$ cat src/rtl/uart_tx_scheduler_if.sv
// Push-side and TX-frontend signal bundle for uart_tx_scheduler.
// The slave modport is the scheduler; the master modport is whatever drives it.
interface uart_tx_scheduler_if #(
  parameter int DEPTH = 8
);
  localparam int LW = $clog2(DEPTH) + 1;

  logic          push_i;
  logic [7:0]    push_data_i;
  logic          flush_i;
  logic          full_o;
  logic          empty_o;
  logic [LW-1:0] level_o;
  logic          busy_o;
  logic          overflow_o;
  logic          timeout_o;
  logic          tx_transmit_o;
  logic [7:0]    tx_dr_o;
  logic          tx_done_i;

  modport slave (
    input  push_i, push_data_i, flush_i, tx_done_i,
    output full_o, empty_o, level_o, busy_o, overflow_o, timeout_o,
           tx_transmit_o, tx_dr_o
  );

  modport master (
    output push_i, push_data_i, flush_i, tx_done_i,
    input  full_o, empty_o, level_o, busy_o, overflow_o, timeout_o,
           tx_transmit_o, tx_dr_o
  );
endinterface

$ cat src/rtl/uart_tx_scheduler.sv
// UART transmit scheduler: byte FIFO feeding the TX frontend one frame at a
// time via the transmit/done handshake, with an optional done-timeout.
module uart_tx_scheduler #(
  parameter int          DEPTH          = 8,
  parameter logic [23:0] TIMEOUT_CYCLES = 24'd0
) (
  input logic                clk_i,
  input logic                rst_i,
  uart_tx_scheduler_if.slave bus
);
  localparam int AW = $clog2(DEPTH);
  localparam int CW = AW + 1;
  localparam logic [CW-1:0] FULL_COUNT = CW'(DEPTH);

  typedef enum logic [1:0] {IDLE, START, WAIT} state_t;

  state_t        state_q, state_d;
  logic [7:0]    mem_q [DEPTH];
  logic [AW-1:0] wr_ptr_q, rd_ptr_q;
  logic [CW-1:0] count_q, count_d;
  logic [7:0]    dr_q;
  logic [23:0]   tcnt_q;
  logic          ovf_q, to_q;
  logic          full, pop, push_ok, expire;

  assign full    = (count_q == FULL_COUNT);
  assign push_ok = bus.push_i && !full && !bus.flush_i;

  always_ff @(posedge clk_i) begin
    if (rst_i) state_q <= IDLE;
    else       state_q <= state_d;
  end

  always_comb begin
    state_d = state_q;
    pop     = 1'b0;
    expire  = 1'b0;
    case (state_q)
      IDLE: begin
        if (count_q != '0) begin
          pop     = 1'b1;
          state_d = START;
        end
      end
      START: state_d = WAIT;
      WAIT: begin
        // done takes priority over an expiry in the same cycle
        if (bus.tx_done_i) begin
          state_d = IDLE;
        end else if (TIMEOUT_CYCLES != 24'd0 && tcnt_q == TIMEOUT_CYCLES - 24'd1) begin
          expire  = 1'b1;
          state_d = IDLE;
        end
      end
      default: state_d = IDLE;
    endcase
    if (bus.flush_i) begin
      state_d = IDLE;
      pop     = 1'b0;
      expire  = 1'b0;
    end
  end

  always_comb begin
    bus.busy_o        = (state_q != IDLE);
    bus.tx_transmit_o = (state_q == START);
    bus.full_o        = full;
    bus.empty_o       = (count_q == '0);
    bus.level_o       = count_q;
    bus.tx_dr_o       = dr_q;
    bus.overflow_o    = ovf_q;
    bus.timeout_o     = to_q;
  end

  always_comb begin
    count_d = count_q;
    case ({push_ok, pop})
      2'b10:   count_d = count_q + CW'(1);
      2'b01:   count_d = count_q - CW'(1);
      default: count_d = count_q;
    endcase
  end

  // Storage has no reset so it can map onto block RAM.
  always_ff @(posedge clk_i) begin
    if (!rst_i && push_ok) mem_q[wr_ptr_q] <= bus.push_data_i;
  end

  always_ff @(posedge clk_i) begin
    if (rst_i || bus.flush_i) begin
      wr_ptr_q <= '0;
      rd_ptr_q <= '0;
      count_q  <= '0;
      dr_q     <= 8'h00;
      tcnt_q   <= 24'd0;
      ovf_q    <= 1'b0;
      to_q     <= 1'b0;
    end else begin
      ovf_q   <= bus.push_i && full;
      to_q    <= expire;
      count_q <= count_d;
      if (push_ok) wr_ptr_q <= wr_ptr_q + AW'(1);
      if (pop) begin
        dr_q     <= mem_q[rd_ptr_q];
        rd_ptr_q <= rd_ptr_q + AW'(1);
      end
      if (state_q == START)     tcnt_q <= 24'd0;
      else if (state_q == WAIT) tcnt_q <= tcnt_q + 24'd1;
    end
  end
endmodule

$ cat src/flat_wrapper.sv
// flat-port wrapper written by rule: the top's interface ports become plain ports
module uart_tx_scheduler_flat 
#(
  parameter int          DEPTH          = 8,
  parameter logic [23:0] TIMEOUT_CYCLES = 24'd0
)
  (clk_i, rst_i, bus_push_i, bus_push_data_i, bus_flush_i, bus_tx_done_i, bus_full_o, bus_empty_o, bus_level_o, bus_busy_o, bus_overflow_o, bus_timeout_o, bus_tx_transmit_o, bus_tx_dr_o);
  uart_tx_scheduler_if #(.DEPTH(DEPTH)) bus_i ();
  input logic clk_i;
  input logic rst_i;
  input wire logic [$bits(bus_i.push_i)-1:0] bus_push_i;
  input wire logic [$bits(bus_i.push_data_i)-1:0] bus_push_data_i;
  input wire logic [$bits(bus_i.flush_i)-1:0] bus_flush_i;
  input wire logic [$bits(bus_i.tx_done_i)-1:0] bus_tx_done_i;
  output wire logic [$bits(bus_i.full_o)-1:0] bus_full_o;
  output wire logic [$bits(bus_i.empty_o)-1:0] bus_empty_o;
  output wire logic [$bits(bus_i.level_o)-1:0] bus_level_o;
  output wire logic [$bits(bus_i.busy_o)-1:0] bus_busy_o;
  output wire logic [$bits(bus_i.overflow_o)-1:0] bus_overflow_o;
  output wire logic [$bits(bus_i.timeout_o)-1:0] bus_timeout_o;
  output wire logic [$bits(bus_i.tx_transmit_o)-1:0] bus_tx_transmit_o;
  output wire logic [$bits(bus_i.tx_dr_o)-1:0] bus_tx_dr_o;
  assign bus_i.push_i = bus_push_i;
  assign bus_i.push_data_i = bus_push_data_i;
  assign bus_i.flush_i = bus_flush_i;
  assign bus_i.tx_done_i = bus_tx_done_i;
  assign bus_full_o = bus_i.full_o;
  assign bus_empty_o = bus_i.empty_o;
  assign bus_level_o = bus_i.level_o;
  assign bus_busy_o = bus_i.busy_o;
  assign bus_overflow_o = bus_i.overflow_o;
  assign bus_timeout_o = bus_i.timeout_o;
  assign bus_tx_transmit_o = bus_i.tx_transmit_o;
  assign bus_tx_dr_o = bus_i.tx_dr_o;
  uart_tx_scheduler #(.DEPTH(DEPTH), .TIMEOUT_CYCLES(TIMEOUT_CYCLES)) u_core (.clk_i(clk_i), .rst_i(rst_i), .bus(bus_i));
endmodule
$ cat config.mk
export PLATFORM = sky130hd
export DESIGN_NAME = uart_tx_scheduler_flat
export DESIGN_NICKNAME = d
export VERILOG_FILES = /design/src/rtl/uart_tx_scheduler_if.sv /design/src/rtl/uart_tx_scheduler.sv /design/src/flat_wrapper.sv
export SDC_FILE = /design/constraint.sdc
export NUM_CORES = 1
export LEC_CHECK = 0
export ABC_AREA = 1
export BUFFER_PORTS_ARGS = -buffer_cell sky130_fd_sc_hd__clkbuf_2
export CAP_MARGIN = 30
export CORE_ASPECT_RATIO = 2
export CORE_MARGIN = 1.5
export CORE_UTILIZATION = 40
export CTS_BUF_LIST = sky130_fd_sc_hd__clkbuf_2 sky130_fd_sc_hd__clkbuf_4 sky130_fd_sc_hd__clkbuf_8
export CTS_CLUSTER_SIZE = 14
export DETAILED_ROUTE_END_ITERATION = 8
export SLEW_MARGIN = 20
export SYNTH_ARGS = -nofsm -noshare
export SYNTH_HDL_FRONTEND = slang
export SYNTH_SLANG_ARGS = --single-unit
export TNS_END_PERCENT = 1
$ cat constraint.sdc
create_clock -name clk_i -period 4.24 [get_ports clk_i]
set_clock_uncertainty 0.2 [all_clocks]
set_input_delay 0.212 -clock clk_i [delete_from_list [all_inputs] [get_ports clk_i]]
set_output_delay 0.212 -clock clk_i [all_outputs]
set_load 0.005 [all_outputs]
## After elaboration in Yosys (flattened, before gate mapping)

Memory sizes are Yosys's and may differ from the RTL's. A register that Yosys moved wholly into a read port is not among the register bits.
Index checks and enable logic that the tools add are counted.

- Register bits after elaboration: 13
- Bits in latches: 0
- Bits in writable memories: 64
- Bits in read-only memories: 0
- Input bits: 13
- Output and inout bits: 18
- Word-level logic and storage cells: 41
- Memories kept: 1

- $add $sub $neg: 4
- Multipliers: 0
- Div/mod/pow operators: 0
- Order comparisons: 0
- Eq/ne operators: 7
- Shifts and indexed selects: 0
- Muxes and demuxes: 9
- Bitwise operators: 0
- Reductions and logical operators: 15

Memories:

| memory | depth | width | rd ports | clocked after Yosys merged registers in | write ports | line | source |
|---|---|---|---|---|---|---|---|
| u_core.mem_q | 8 | 8 | 1 | 1 | 1 | uart_tx_scheduler.sv:18 | `logic [7:0] mem_q [DEPTH];` |

Operators by type and width:

| cell | count |
|---|---|
| one-hot mux 4 bit (2 select lines) | 1 |
| adder 3 x 1 -> 3 bit (second input constant) | 2 |
| one-hot mux 2 bit (3 select lines) | 1 |
| two-way mux 1 bit | 5 |
| adder 4 x 1 -> 4 bit (second input constant) | 1 |
| == test 2 x 1 -> 1 bit (second input constant) | 2 |
| == test 2 bit (second input constant) | 2 |
| == test 4 bit (second input constant) | 1 |
| logical AND 1 bit | 4 |
| logical NOT 4 bit | 1 |
| two-way mux 2 bit | 2 |
| nonzero test 2 bit | 2 |
| nonzero test 4 bit | 1 |
| subtractor 4 x 1 -> 4 bit (second input constant) | 1 |
| logical NOT 1 bit | 3 |
| logical NOT 2 bit | 1 |
| inequality test 2 x 1 -> 1 bit (second input constant) | 1 |
| inequality test 2 bit (second input constant) | 1 |
| AND reduction 2 bit | 1 |
| OR reduction 2 bit | 1 |
| logical OR 1 bit | 1 |

## Logic depth before layout (Yosys ltp)

- Depth after elaboration: 7
- Mapped depth: 13
- Depth with buffers taken out: 12

## Worst setup path after synthesis

OpenSTA, ideal clock, no wires.

- Path type: register to register
- Start: register u_core.count_q[1] (netlist: u_core.bus.level_o[1])
- End: register u_core.count_q[2] (netlist: u_core.bus.level_o[2])
- Library setup time: 117 ps
- Arrival: 1720 ps
- Required time: 3923 ps
- Slack: 2203 ps
- Stages on the path, launching flop included: 14
- Buffers on the path: 1
- Path through: dfxtp_1 > nor2_2 > nand2_2 > nand2_4 > nor2_8 > buf_6 > ha_1 > xor2_1 > ha_1 > inv_1 > nand3_1 > nand2_1 > nor2_1 > nor2_1

- Cells in the longest elaborated chain, start to end: 6
- Elaborated cells between the ends (all ways): 14

Ends and longest elaborated chain:

| item | line | source |
|---|---|---|
| start, declared | uart_tx_scheduler.sv:20 | `logic [CW-1:0] count_q, count_d;` |
| start signal, assigned | uart_tx_scheduler.sv:101 | `count_q <= count_d;` |
| nonzero test 4 bit or == test 4 bit (tied branches) | uart_tx_scheduler.sv:40, uart_tx_scheduler.sv:26 |  |
| two-way mux 1 bit or logical NOT 1 bit (tied branches) | uart_tx_scheduler.sv:40, uart_tx_scheduler.sv:27 |  |
| two-way mux 1 bit or logical AND 1 bit (tied branches) | uart_tx_scheduler.sv:38, uart_tx_scheduler.sv:27 |  |
| two-way mux 1 bit or logical AND 1 bit (tied branches) | uart_tx_scheduler.sv:57, uart_tx_scheduler.sv:27 |  |
| == test 2 x 1 -> 1 bit or == test 2 bit (tied branches) | uart_tx_scheduler.sv:77 | `case ({push_ok, pop})` |
| one-hot mux 4 bit (2 select lines) or nonzero test 2 bit (tied branches) | - |  |

Parallel ways exist; a longest one is shown, timed or not.
A chain may end at the register's enable or synchronous reset.

## Worst setup path after layout

- Start: register u_core.count_q[0] (netlist: u_core.bus.level_o[0])
- End: memory u_core.mem_q[6][7], enable pin

- Cells in the longest elaborated chain, start to end: 7

Ends and longest elaborated chain:

| item | line | source |
|---|---|---|
| == test 4 bit | uart_tx_scheduler.sv:26 | `assign full = (count_q == FULL_COUNT);` |
| logical NOT 1 bit | uart_tx_scheduler.sv:27 | `assign push_ok = bus.push_i && !full && !bus.flush_i;` |
| logical AND 1 bit (2 in series) | uart_tx_scheduler.sv:27 |  |
| logical AND 1 bit | uart_tx_scheduler.sv:86 | `if (!rst_i && push_ok) mem_q[wr_ptr_q] <= bus.push_data_i;` |
| two-way mux 1 bit | uart_tx_scheduler.sv:86 |  |
| two-way mux 1 bit (not written as such) | uart_tx_scheduler.sv:86 |  |
| end, declared | uart_tx_scheduler.sv:18 |  |

Every way passes these cells.

==> out/results.txt <==
Setup Viol. Count Final -> 0
overall power -> 1.767 mW
DP Worst Slack -> 1.879 ns
Multi-input gate area -> 0.001007 mm^2
DRC Markers -> 0
Max H-tree Level -> 3
Period minus WS final -> 2.335 ns
worst slew pin tran -> 0.8673 ns
diode count -> 0
Final Max Slew Viols -> 0
vias after detailed routing -> 2313
die width -> 69.26 um
kind of critical path -> flop to flop
Syn Nets -> 332
Core ar. -> 0.008588 mm^2
FMAX -> 0.4282 GHz
clock root buffer -> clkbuf_8
I/O pins -> 31
antenna violations before repair -> 0
cts repair resizes -> 0
placed cell areas -> 0.003726 mm^2
Worst EP arrival -> 2.12 ns
TritonCTS Sinks -> 85
Hold WC Path Type -> primary input to flop
final setup margin -> 1.905 ns
top cells by area, synth -> edfxtp_1 55%, dfxtp_1 12%, nor2_1 7.1%
layout cell share with drive strength beyond 1 -> 0.1732
initial core utilization -> 0.4089
sequential cell area fraction in the yosys report -> 0.6669
gpl congestion -> 0.7535
WP data required -> 4.02 ns
clk_lat worst skew -> 0.36 ns
Post-synth EDFFs -> 64
Internal -> 1.407 mW
Rel. slew slack -> 0.4196
Switching Share -> 0.2034
Synth top cells by count -> 66 x nor2_1, 64 x edfxtp_1, 34 x o21ai_0
number of synthesis warnings -> 0
CTS tree -> done
clock tree buffer depth -> 2
count leader, synth -> nor2_1
antenna-violating nets left -> 0
area of the die -> 0.009386 mm^2
DRT Pass-1 Iters -> 4
clock power share -> 0.416
Final Cycle Share -> 0.5508
vias in the first global route -> 2337
GR Overflow Total -> 0
Routed WL -> 7571 um
aggregate global-route resource usage -> 0.1728
post-detailed-route wirelength per cell -> 16.53 um
ys async rst share -> 0
P&R area growth vs syn -> 16.74%
final net count -> 370
# rows -> 48
Seq pwr share -> 0.514
Psw -> 359.3 uW
register area -> 0.002342 mm^2
DP HPWL -> 5377 um
Cell variety after synth -> 32
ys flop type -> edfxtp_1
DR vias/cell -> 5.050
CP Launch Type -> flop
Comb power frac -> 0.069
setup repair after global routing missed its margin -> false
DRT iter0 DRCs -> 108
Post-Layout Cell Count -> 458
share of the synthesized area in the top cell type -> 0.5472
Reg clk slew, reported paths -> 0.08 ns
total CTS buffers -> 9
Final Cell Area -> 0.004100 mm^2
Fillers -> 790
FF+latch count, synth -> 85
Setup TNS -> 0 ns
synthesized area per cell -> 11.15 um^2
Syn Inst Count -> 315
Worst setup EP type -> flop
first-pass GRT wire length -> 11790 um
hold_ws -> 0.1079 ns
largest net degree at the start of global routing -> 36
area leader, netlist -> edfxtp_1
CP max FO -> 11
# port buffers -> 29
Synth Cell Area -> 0.003512 mm^2
Finished Core Util -> 0.4774
peak supply drop -> 0.0002798 V
Die Span Y -> 135.5 um
status -> complete, no violations
MaxCap Viol Count -> 0
pwr dens -> 430.9 mW/mm^2
placed cell count -> 431
final hold viol count -> 0
static leakage -> 1.488 nW
==> power by group through the flow <==
stage / combinational (mW) / sequential (mW) / clock [mW]
5_1_grt: 0.137 / 0.910 / 0.779
2_1_floorplan: 0.0773 / 0.926 / 0
3_5_place_dp: 0.117 / 0.928 / 0
3_3_place_gp: 0.109 / 0.931 / 0
4_1_cts: 0.124 / 0.909 / 0.750
6_report: 0.122 / 0.909 / 0.736
==> layer usage <==
layer	vias up	GRT usage	routed length, um	share of wire
met5	-	0	0	0
met1	1088	0.1581	2647	0.35
met2	38	0.3381	4454	0.59
li1	1171	-	-	-
met3	16	0.03274	170	0.022
met4	0	0.1068	299	0.039
==> flip-flops by register name (all words and copies together) (netlist names) <==
name and count:
u_core.state_q 2, u_core.bus.tx_dr_o 8, u_core.bus.overflow_o 1, u_core.mem_q 64, u_core.bus.level_o 4, u_core.rd_ptr_q 3, u_core.wr_ptr_q 3
==> layout make-up <==
class / instances / share of cell area
multi-input cells: 196 / 0.2457
inverters: 19 / 0.01739
clock buffers: 11 / 0.03387
flip-flops and latches: 85 / 0.5713
clock inverters: 5 / 0.03052
well taps: 100 / 0.03052
repair buffers: 42 / 0.07080
==> final timing paths <==
| check | slack, ns | startpoint | depth (start not counted) | end |
|---|---|---|---|---|
| setup reg to reg | 1.90 | u_core.bus.level_o[0]$_SDFFE_PP0P_ | 6 | u_core.mem_q[6][7]$_DFFE_PP_ |
| hold reg to reg | 0.27 | u_core.bus.tx_dr_o[5]$_SDFFE_PP0N_ | 2 | u_core.bus.tx_dr_o[5]$_SDFFE_PP0N_ |
| hold / removal | 0.11 | bus_flush_i | 4 | u_core.rd_ptr_q[2]$_SDFFE_PP0N_ |
| setup / recovery | 1.90 | u_core.bus.level_o[0]$_SDFFE_PP0P_ | 6 | u_core.mem_q[6][7]$_DFFE_PP_ |
==> worst max-delay path: stages, from the launching register on <==
cell and delay (ns):
dfxtp_1 0.46, nor2_2 0.09, nand3_2 0.09, nand2_2 0.14
nor2_1 0.16, nand2_1 0.13, nor2_1 0.68
==> cells by family after synthesis <==
logic type	share of synthesized area
other	0.001068
AOI/OAI and AO/OA	0.1129
and+or+nand+nor	0.1511
adders and majority gates	0.01425
DFF	0.6669
xor gates and xnor gates	0.007483
buffers and inverters	0.04631
==> timing repair <==
action / CTS / global route
endpoints found under the hold margin: 66 / 0
setup buffers: 0 / 0
hold buffers: 11 / 0
==> cells in the final DEF (no fill, tap or decap) <==
cell type / n
a21oi_1: 13
clkbuf_8: 9
or2_2: 1
nand4_1: 1
nand2_4: 1
o21ai_1: 5
buf_4: 1
nand2_2: 3
nor2_8: 1
edfxtp_1: 64
nor3b_1: 1
o211ai_1: 16
inv_1: 16
nor2_4: 1
nor3_1: 1
xor2_1: 3
inv_2: 2
clkinv_2: 1
o21ai_0: 34
bufinv_16: 4
dfxtp_1: 21
nor4_1: 1
a211oi_1: 1
nand3_2: 2
ha_1: 4
a21oi_2: 1
nand3_1: 13
nor2_1: 66
clkinv_1: 1
clkbuf_2: 29
nand2_1: 23
nor2_2: 3
conb_1: 1
clkbuf_4: 2
dlygate4sd3_1: 11
buf_16: 1
Power figures use the tool's default switching activity.
